<file path="src/rtl/fetch_stage.sv">
// ---------------------------------------------------------------------------
// fetch_stage
//   Instruction fetch stage of the pipelined MIPS core. Holds the PC, issues
//   word requests to instruction memory over a req/ack handshake, buffers one
//   returned instruction against decode back-pressure, and handles
//   branch/jump redirects (including abandoning an in-flight request).
//
// Ports
//   CLK          clock, all state updates on the rising edge
//   RST          asynchronous active-low reset
//   IMem_Req     fetch request valid
//   IMem_Addr    word address of the request (bits [1:0] always 0)
//   IMem_Ack     memory response; transfer = IMem_Req & IMem_Ack at an edge
//   IMem_Data    instruction word, valid in the transfer cycle
//   Stall        decode cannot accept a new instruction this cycle
//   Redirect     single-cycle pulse: branch/jump taken, flush and refetch
//   Redirect_PC  new fetch target (bits [1:0] ignored)
//   Instr_out    instruction to decode ([15:0] feeds sign-extension)
//   PCPlus4_out  address of Instr_out plus 4
//   Instr_Valid  Instr_out/PCPlus4_out hold a valid instruction
//
// All outputs come straight from registers.
// ---------------------------------------------------------------------------
module fetch_stage #(
    parameter logic [31:0] RESET_PC = 32'h0000_0000
) (
    input  logic        CLK,
    input  logic        RST,
    output logic        IMem_Req,
    output logic [31:0] IMem_Addr,
    input  logic        IMem_Ack,
    input  logic [31:0] IMem_Data,
    input  logic        Stall,
    input  logic        Redirect,
    input  logic [31:0] Redirect_PC,
    output logic [31:0] Instr_out,
    output logic [31:0] PCPlus4_out,
    output logic        Instr_Valid
);

    typedef enum logic [1:0] {
        IDLE  = 2'd0,
        FETCH = 2'd1,
        FULL  = 2'd2,
        DRAIN = 2'd3
    } state_t;

    localparam logic [31:0] WORD_MASK = 32'hFFFF_FFFC;

    state_t      state_q;
    logic        req_q;
    logic [31:0] addr_q;
    logic [31:0] instr_q;
    logic [31:0] pc4_q;
    logic        valid_q;
    logic [31:0] skid_data_q;   // occupied exactly while state_q == FULL
    logic [31:0] skid_pc4_q;
    logic [31:0] target_q;      // redirect target held while draining

    logic        xfer;
    logic        accept;
    logic [31:0] redir_pc;
    logic [31:0] addr_plus4;

    assign xfer       = req_q & IMem_Ack;
    // Stall only matters when something valid is sitting on the outputs.
    assign accept     = ~valid_q | ~Stall;
    assign redir_pc   = Redirect_PC & WORD_MASK;
    assign addr_plus4 = addr_q + 32'd4;   // wraps naturally at 2^32

    always_ff @(posedge CLK or negedge RST) begin
        if (!RST) begin
            state_q     <= IDLE;
            req_q       <= 1'b0;
            addr_q      <= RESET_PC & WORD_MASK;
            instr_q     <= '0;
            pc4_q       <= '0;
            valid_q     <= 1'b0;
            skid_data_q <= '0;
            skid_pc4_q  <= '0;
            target_q    <= '0;
        end else begin
            case (state_q)
                IDLE: begin
                    // Redirect is ignored here; addr_q already holds the PC.
                    state_q <= FETCH;
                    req_q   <= 1'b1;
                end

                FETCH: begin
                    if (Redirect) begin
                        valid_q <= 1'b0;
                        if (xfer) begin
                            // Returning word belongs to the wrong path: drop it.
                            addr_q <= redir_pc;
                        end else begin
                            // Memory still owes us a response at addr_q; it must
                            // be collected and discarded before refetching.
                            target_q <= redir_pc;
                            state_q  <= DRAIN;
                        end
                    end else if (xfer) begin
                        if (accept) begin
                            instr_q <= IMem_Data;
                            pc4_q   <= addr_plus4;
                            valid_q <= 1'b1;
                            addr_q  <= addr_plus4;
                        end else begin
                            skid_data_q <= IMem_Data;
                            skid_pc4_q  <= addr_plus4;
                            req_q       <= 1'b0;
                            state_q     <= FULL;
                        end
                    end else if (accept) begin
                        valid_q <= 1'b0;
                    end
                end

                FULL: begin
                    if (Redirect) begin
                        valid_q <= 1'b0;
                        req_q   <= 1'b1;
                        addr_q  <= redir_pc;
                        state_q <= FETCH;
                    end else if (!Stall) begin
                        instr_q <= skid_data_q;
                        pc4_q   <= skid_pc4_q;
                        valid_q <= 1'b1;
                        req_q   <= 1'b1;
                        addr_q  <= skid_pc4_q;
                        state_q <= FETCH;
                    end
                end

                DRAIN: begin
                    if (Redirect) begin
                        target_q <= redir_pc;
                    end else if (xfer) begin
                        addr_q  <= target_q;
                        state_q <= FETCH;
                    end
                end

                default: state_q <= IDLE;
            endcase
        end
    end

    assign IMem_Req    = req_q;
    assign IMem_Addr   = addr_q;
    assign Instr_out   = instr_q;
    assign PCPlus4_out = pc4_q;
    assign Instr_Valid = valid_q;

endmodule

</file>
<file path="config.mk">
export PLATFORM = sky130hd
export DESIGN_NAME = fetch_stage
export DESIGN_NICKNAME = d
export VERILOG_FILES = /design/src/rtl/fetch_stage.sv
export SDC_FILE = /design/constraint.sdc
export NUM_CORES = 1
export LEC_CHECK = 0
export CAP_MARGIN = 10
export CORE_UTILIZATION = 50
export CTS_CLUSTER_SIZE = 10
export DETAILED_ROUTE_END_ITERATION = 6
export HOLD_SLACK_MARGIN = 0.03
export PLACE_DENSITY = 0.75
export SLEW_MARGIN = 20
export SYNTH_ARGS = -nofsm -noshare
export SYNTH_HDL_FRONTEND = slang
export SYNTH_SLANG_ARGS = --single-unit
</file>
<file path="constraint.sdc">
create_clock -name CLK -period 4.3 [get_ports CLK]
set_input_delay 0.43 -clock CLK [delete_from_list [all_inputs] [get_ports CLK]]
set_output_delay 0.43 -clock CLK [all_outputs]
set_load 0.05 [all_outputs]
</file>
* Word level (Yosys, flattened, before mapping)
Index checks and enable logic that the tools add are counted. Widths: inputs -> output; s select.
Word-level totals: bits in registers 196, bits in read-only memories 0, output and inout bits 98, logic and storage cells 90, input bits 69, RAM bits 0, memories kept 0, latch bits 0
Operators by class: $lt $le $gt $ge 0, div/mod/pow operators 0, shift-type cells 0, equal/unequal tests 19, reductions and logical operators 12, $mul 0, add/subtract/negate cells 1, multiplexer cells 43, bitwise operators 6
Operator list (count):
- $mux 32 | 18
- $pmux 32 s2 | 3
- $pmux 32 s3 | 1
- $add 32x3->32 const B | 1
- $ne 2x2->1 const B | 11
- $reduce_and 6->1 | 3
- $mux 2 | 8
- $ne 3x3->1 const B | 5
- $mux 1 | 10
- $pmux 2 s4 | 1
- $reduce_and 4->1 | 2
- $reduce_bool 3->1 | 2
- $reduce_and 5->1 | 1
- $eq 2x2->1 const B | 2
- $not 1->1 | 4
- $reduce_bool 2->1 | 2
- $pmux 1 s3 | 1
- $reduce_and 3->1 | 1
- $eq 2x1->1 const B | 1
- $logic_not 2->1 | 1
- $pmux 1 s2 | 1
- $and 1x1->1 | 1
- $or 1x1->1 | 1

* Longest topological paths before layout
word-level depth 6, depth in mapped cells 9, depth with buffers taken out 6

* Worst setup path after synthesis
Ideal clock, no wire load.
path type register -> register, from reg addr_q[19] (netlist: IMem_Addr[19]), to reg pc4_q[28] (netlist: PCPlus4_out[28]), setup slack 1570 ps, buffers on the path 2, data required time 4176 ps, library setup time 124 ps, period minus slack after synthesis 2730 ps, stages on the path, launching flop included 8, arrival 2606 ps, cells stage by stage dfrtp_1 clkbuf_2 nand4_2 or2_1 clkbuf_1 nor4_1 mux2_2 a211o_1
Between the ends: cells in the longest elaborated chain, start to end 5
RTL lines:
- start: declaration | line 52 | logic [31:0] addr_q;
- start signal: assignment | line 75 | addr_q <= RESET_PC & WORD_MASK;
- start signal: assignment | line 95 | addr_q <= redir_pc;
- start signal: assignment | line 107 | addr_q <= addr_plus4;
- $add 32x3->32 | line 69 | assign addr_plus4 = addr_q + 32'd4;
- $mux 32 | line 103 | if (accept) begin
- $mux 32 | line 102 | end else if (xfer) begin
- $mux 32 | line 91 | if (Redirect) begin
- $pmux 32 s2 | line 83 | case (state_q)
- end signal: assignment | line 105 | pc4_q <= addr_plus4;
- end signal: assignment | line 127 | pc4_q <= skid_pc4_q;
- end: declaration | line 54 | logic [31:0] pc4_q;
No other way between the ends. The select of a mux whose other input is x is not followed. A chain may end at the register's enable or synchronous reset.

* Worst setup path after layout
from reg state_q[0], to reg addr_q[10] (netlist: IMem_Addr[10])
Between the ends: cells in the longest elaborated chain, start to end 3, elaborated cells on any way between the ends 11, those cells by class eq/ne: 8; mux: 1; reduce/logical: 2
RTL lines:
- start: declaration | line 50 | state_t state_q;
- start signal: assignment | line 73 | state_q <= IDLE;
- start signal: assignment | line 86 | state_q <= FETCH;
- start signal: assignment | line 100 | state_q <= DRAIN;
- $eq 2x1->1 or $eq 2x2->1 (tied branches) | line 83
- $ne 3x3->1 (no line) (tied with other cells)
- $reduce_and 6->1 (no line)
Several ways; a longest one is shown, not always the timed one.

==> results.md <==
* Status: finished clean
* Post-synth EDFFs at 0
* Antenna diode instance count at 0
* Total grt overflow at 0
* Fraction of registers with async set/reset at 1.000
* Yosys top cell by area: dfrtp_1
* Final WL at between 20,000 and 30,000 um
* Max transition margin at 0.2859
* Cell row count at 50
* Largest family of logic cells by synthesized area: compound AO/OA/AOI/OAI gates
* Max rail drop VDD at 0.0004754 V
* Hold Crit Class: input pin to async pin
* Wirelength per Cell at ~20 um
* Worst setup path class: flip-flop to flip-flop
* Port bufs at about 160
* Die ar. at 19,700 um^2
* Compound-cell area share of the yosys netlist at 0.1783
* Synth Area in Adders at 0.001307
* Arrival @ worst endpoint at 3.48 ns
* Clock sinks at 194
* First-pass GRT wire length at 42,410 um
* Remaining antenna violation count at 0
* XOR/XNOR Fraction of Synth Area at 0.02104
* Share of cells above drive strength 1 at 0.1248
* Share of the synthesized area in the top cell type at 0.5071
* CP endpoint kind: flip-flop
* CTS max path bufs at 2
* Die width at 140.4 um
* Fin nets at around 1,200
* First-pass iteration count of the detailed router at 6
* Post-layout util at 0.6414
* Post-synthesis cell count at 986
* Ys flop type: dfrtp_1
* Area share of and/or/nand/nor cells after synthesis at 0.1551
* Slew of the pin with the lowest slew margin at 1.071 ns
* Core area at 18,710 um^2
* Tot Pwr at 9.199 mW
* Hold-fix buffers, CTS at 0
* Critical Path RT at 4.61 ns
* P_leak at 5.011 nW
* DR iter-0 viols at 721
* Die height at 140.4 um
* Worst skew pair latency at approximately 0.43 ns
* Maximum number of pins on one net before global-route repair at around 110
* Ys Warns at 0
* Critical-path maximum fanout at 24
* Critical path launch point type: flip-flop
* CTS buffer count at 17
* Ports at approximately 170
* Initial core utilization at 0.5118
* Vias in the first global route at 7,825
* Achievable frequency at 0.3148 GHz
* Post-DP HPWL at between 15,000 and 20,000 um
* Post-synthesis sequential area ratio at 0.5071
* Synth area leaders: dfrtp_1 (51%), mux2_2 (8.4%), nand2_1 (5.2%)
* Power Dens Cells at 766.7 nW/um^2
* RD Place Congestion at 0.8327
* Synth Net Count at 1,056
* Clk pin slew, worst setup/hold paths at 0.07 ns
* Count of pins over their slew limit at 0
* Final TNS setup at 0 ns
* Post-synth cell types at 61
* Final worst path period need at 3.176 ns
* Drt drc at 0
* CTS tree: done
* P&R area growth vs syn at 25.33%
* Max_cap viols at 0
* Setup violations, final at 0
* GRT Util Overall at 0.2772
* Initial antenna violation count at 0
* Mapped Area at between 9000 and 10,000 um^2
* Hold_ws at 0.07688 ns
* Pre-CTS worst setup slack at 1.194 ns
* Fin Clk Skew at 0.008676 ns
* Worst setup margin at 1.124 ns
* Fin crit share at 0.7387
* Htree depth at 4
* Vias/cell at about 6
* Final hold vios at 0
* Resized cells post-CTS at 0
* Multiplexer share of the synthesized area at 0.09502
* Clock root buffer: clkbuf_16
* Setup repair after global routing missed its margin: false
* Synthesized flop and latch total at 194
* Post-CTS Setup Repair Bufs at 0
* Via Count at 8,211
* Avg Cell Area, Syn at 9.709 um^2
power breakdown:
part,internal (mW),total (mW),switching (mW)
Combinational,1.57,4.25,2.68
Sequential,2.58,3.26,0.686
Clock,0.935,1.69,0.753
flip-flops by register name (all words and copies together), names as in the netlist:
register	count
Instr_Valid	1
skid_pc4_q	32
PCPlus4_out	32
Instr_out	32
skid_data_q	32
state_q	2
target_q	30
IMem_Addr	32
IMem_Req	1
path summary, 6_finish.rpt:
| check | slack (ns) | end | cells after the start | startpoint |
|---|---|---|---|---|
| worst min register to register | 0.48 | PCPlus4_out[6]$_DFFE_PN0P_ | 2 | PCPlus4_out[6]$_DFFE_PN0P_ |
| worst max-delay path | 1.12 | IMem_Addr[10]$_DFFE_PN0P_ | 6 | state_q[0]$_DFFE_PN0P_ |
| worst min-delay path | 0.08 | Instr_out[16]$_DFFE_PN0P_ | 1 | RST |
| min in group CLK | 0.48 | PCPlus4_out[6]$_DFFE_PN0P_ | 2 | PCPlus4_out[6]$_DFFE_PN0P_ |
| worst max register to register | 1.12 | IMem_Addr[10]$_DFFE_PN0P_ | 6 | state_q[0]$_DFFE_PN0P_ |
| max in group asynchronous | 3.15 | skid_data_q[9]$_DFFE_PN0P_ | 2 | RST |
cell usage in the layout, fill, tap and decap left out, types with 18 or more instances in the layout:
cell type          n
dfrtp_1          194
nor2_1            92
buf_4             20
inv_1             18
a31oi_1           42
o21ai_0           41
a21oi_1           56
mux2_2            71
nand3_1           27
clkdlybuf4s50_1  163
nand2_1          132
worst max-delay path, stage by stage, from the launching register on:
cell and delay, ns:
dfrtp_1 0.78, clkinv_1 0.57, a211o_1 0.40, a32o_1 0.55, buf_4 0.35, a221oi_1 0.28, a21oi_1 0.11
layout make-up:
type | instances | area [um^2]
Clock buffer | 17 | 425.4
Clock inverter | 15 | 196.4
Fill cell | 1521 | 6708
Inverter | 20 | 75.07
Multi-Input combinational cell | 691 | 4338
Sequential cell | 194 | 4855
Tap cell | 234 | 292.8
Timing Repair Buffer | 185 | 1815
layer usage:
layer | GRT usage | routed length, um | vias to the layer above
met5 | 0 | 0 | -
met3 | 0.04068 | 1685 | 42
met2 | 0.4508 | 12920 | 338
li1 | - | - | 3797
met4 | 0.09370 | 504 | 0
met1 | 0.3810 | 11610 | 4034
logic make-up after synthesis:
kind of cell	after synthesis
AOI/OAI and AO/OA	257
xor gates and xnor gates	23
adders and majority gates	1
buffers and inverters	101
DFF	194
muxes	82
and+or+nand+nor	328
cells in the mapped netlist (all sizes together), types with 15 or more instances:
cell type / instances
xnor2: 15
a21oi: 56
mux2: 71
inv: 18
nand3: 27
a31oi: 42
buf: 20
nand2: 132
dfrtp: 194
clkbuf: 61
nor2: 94
o21ai: 41
through the flow:
stage,cells,cell area (um^2)
2_1_floorplan,986,9573
5_1_grt,1356,12000
6_report,1356,12000
3_3_place_gp,1324,11380
3_5_place_dp,1324,11380
4_1_cts,1356,12000
Power figures use the tool's default switching activity.
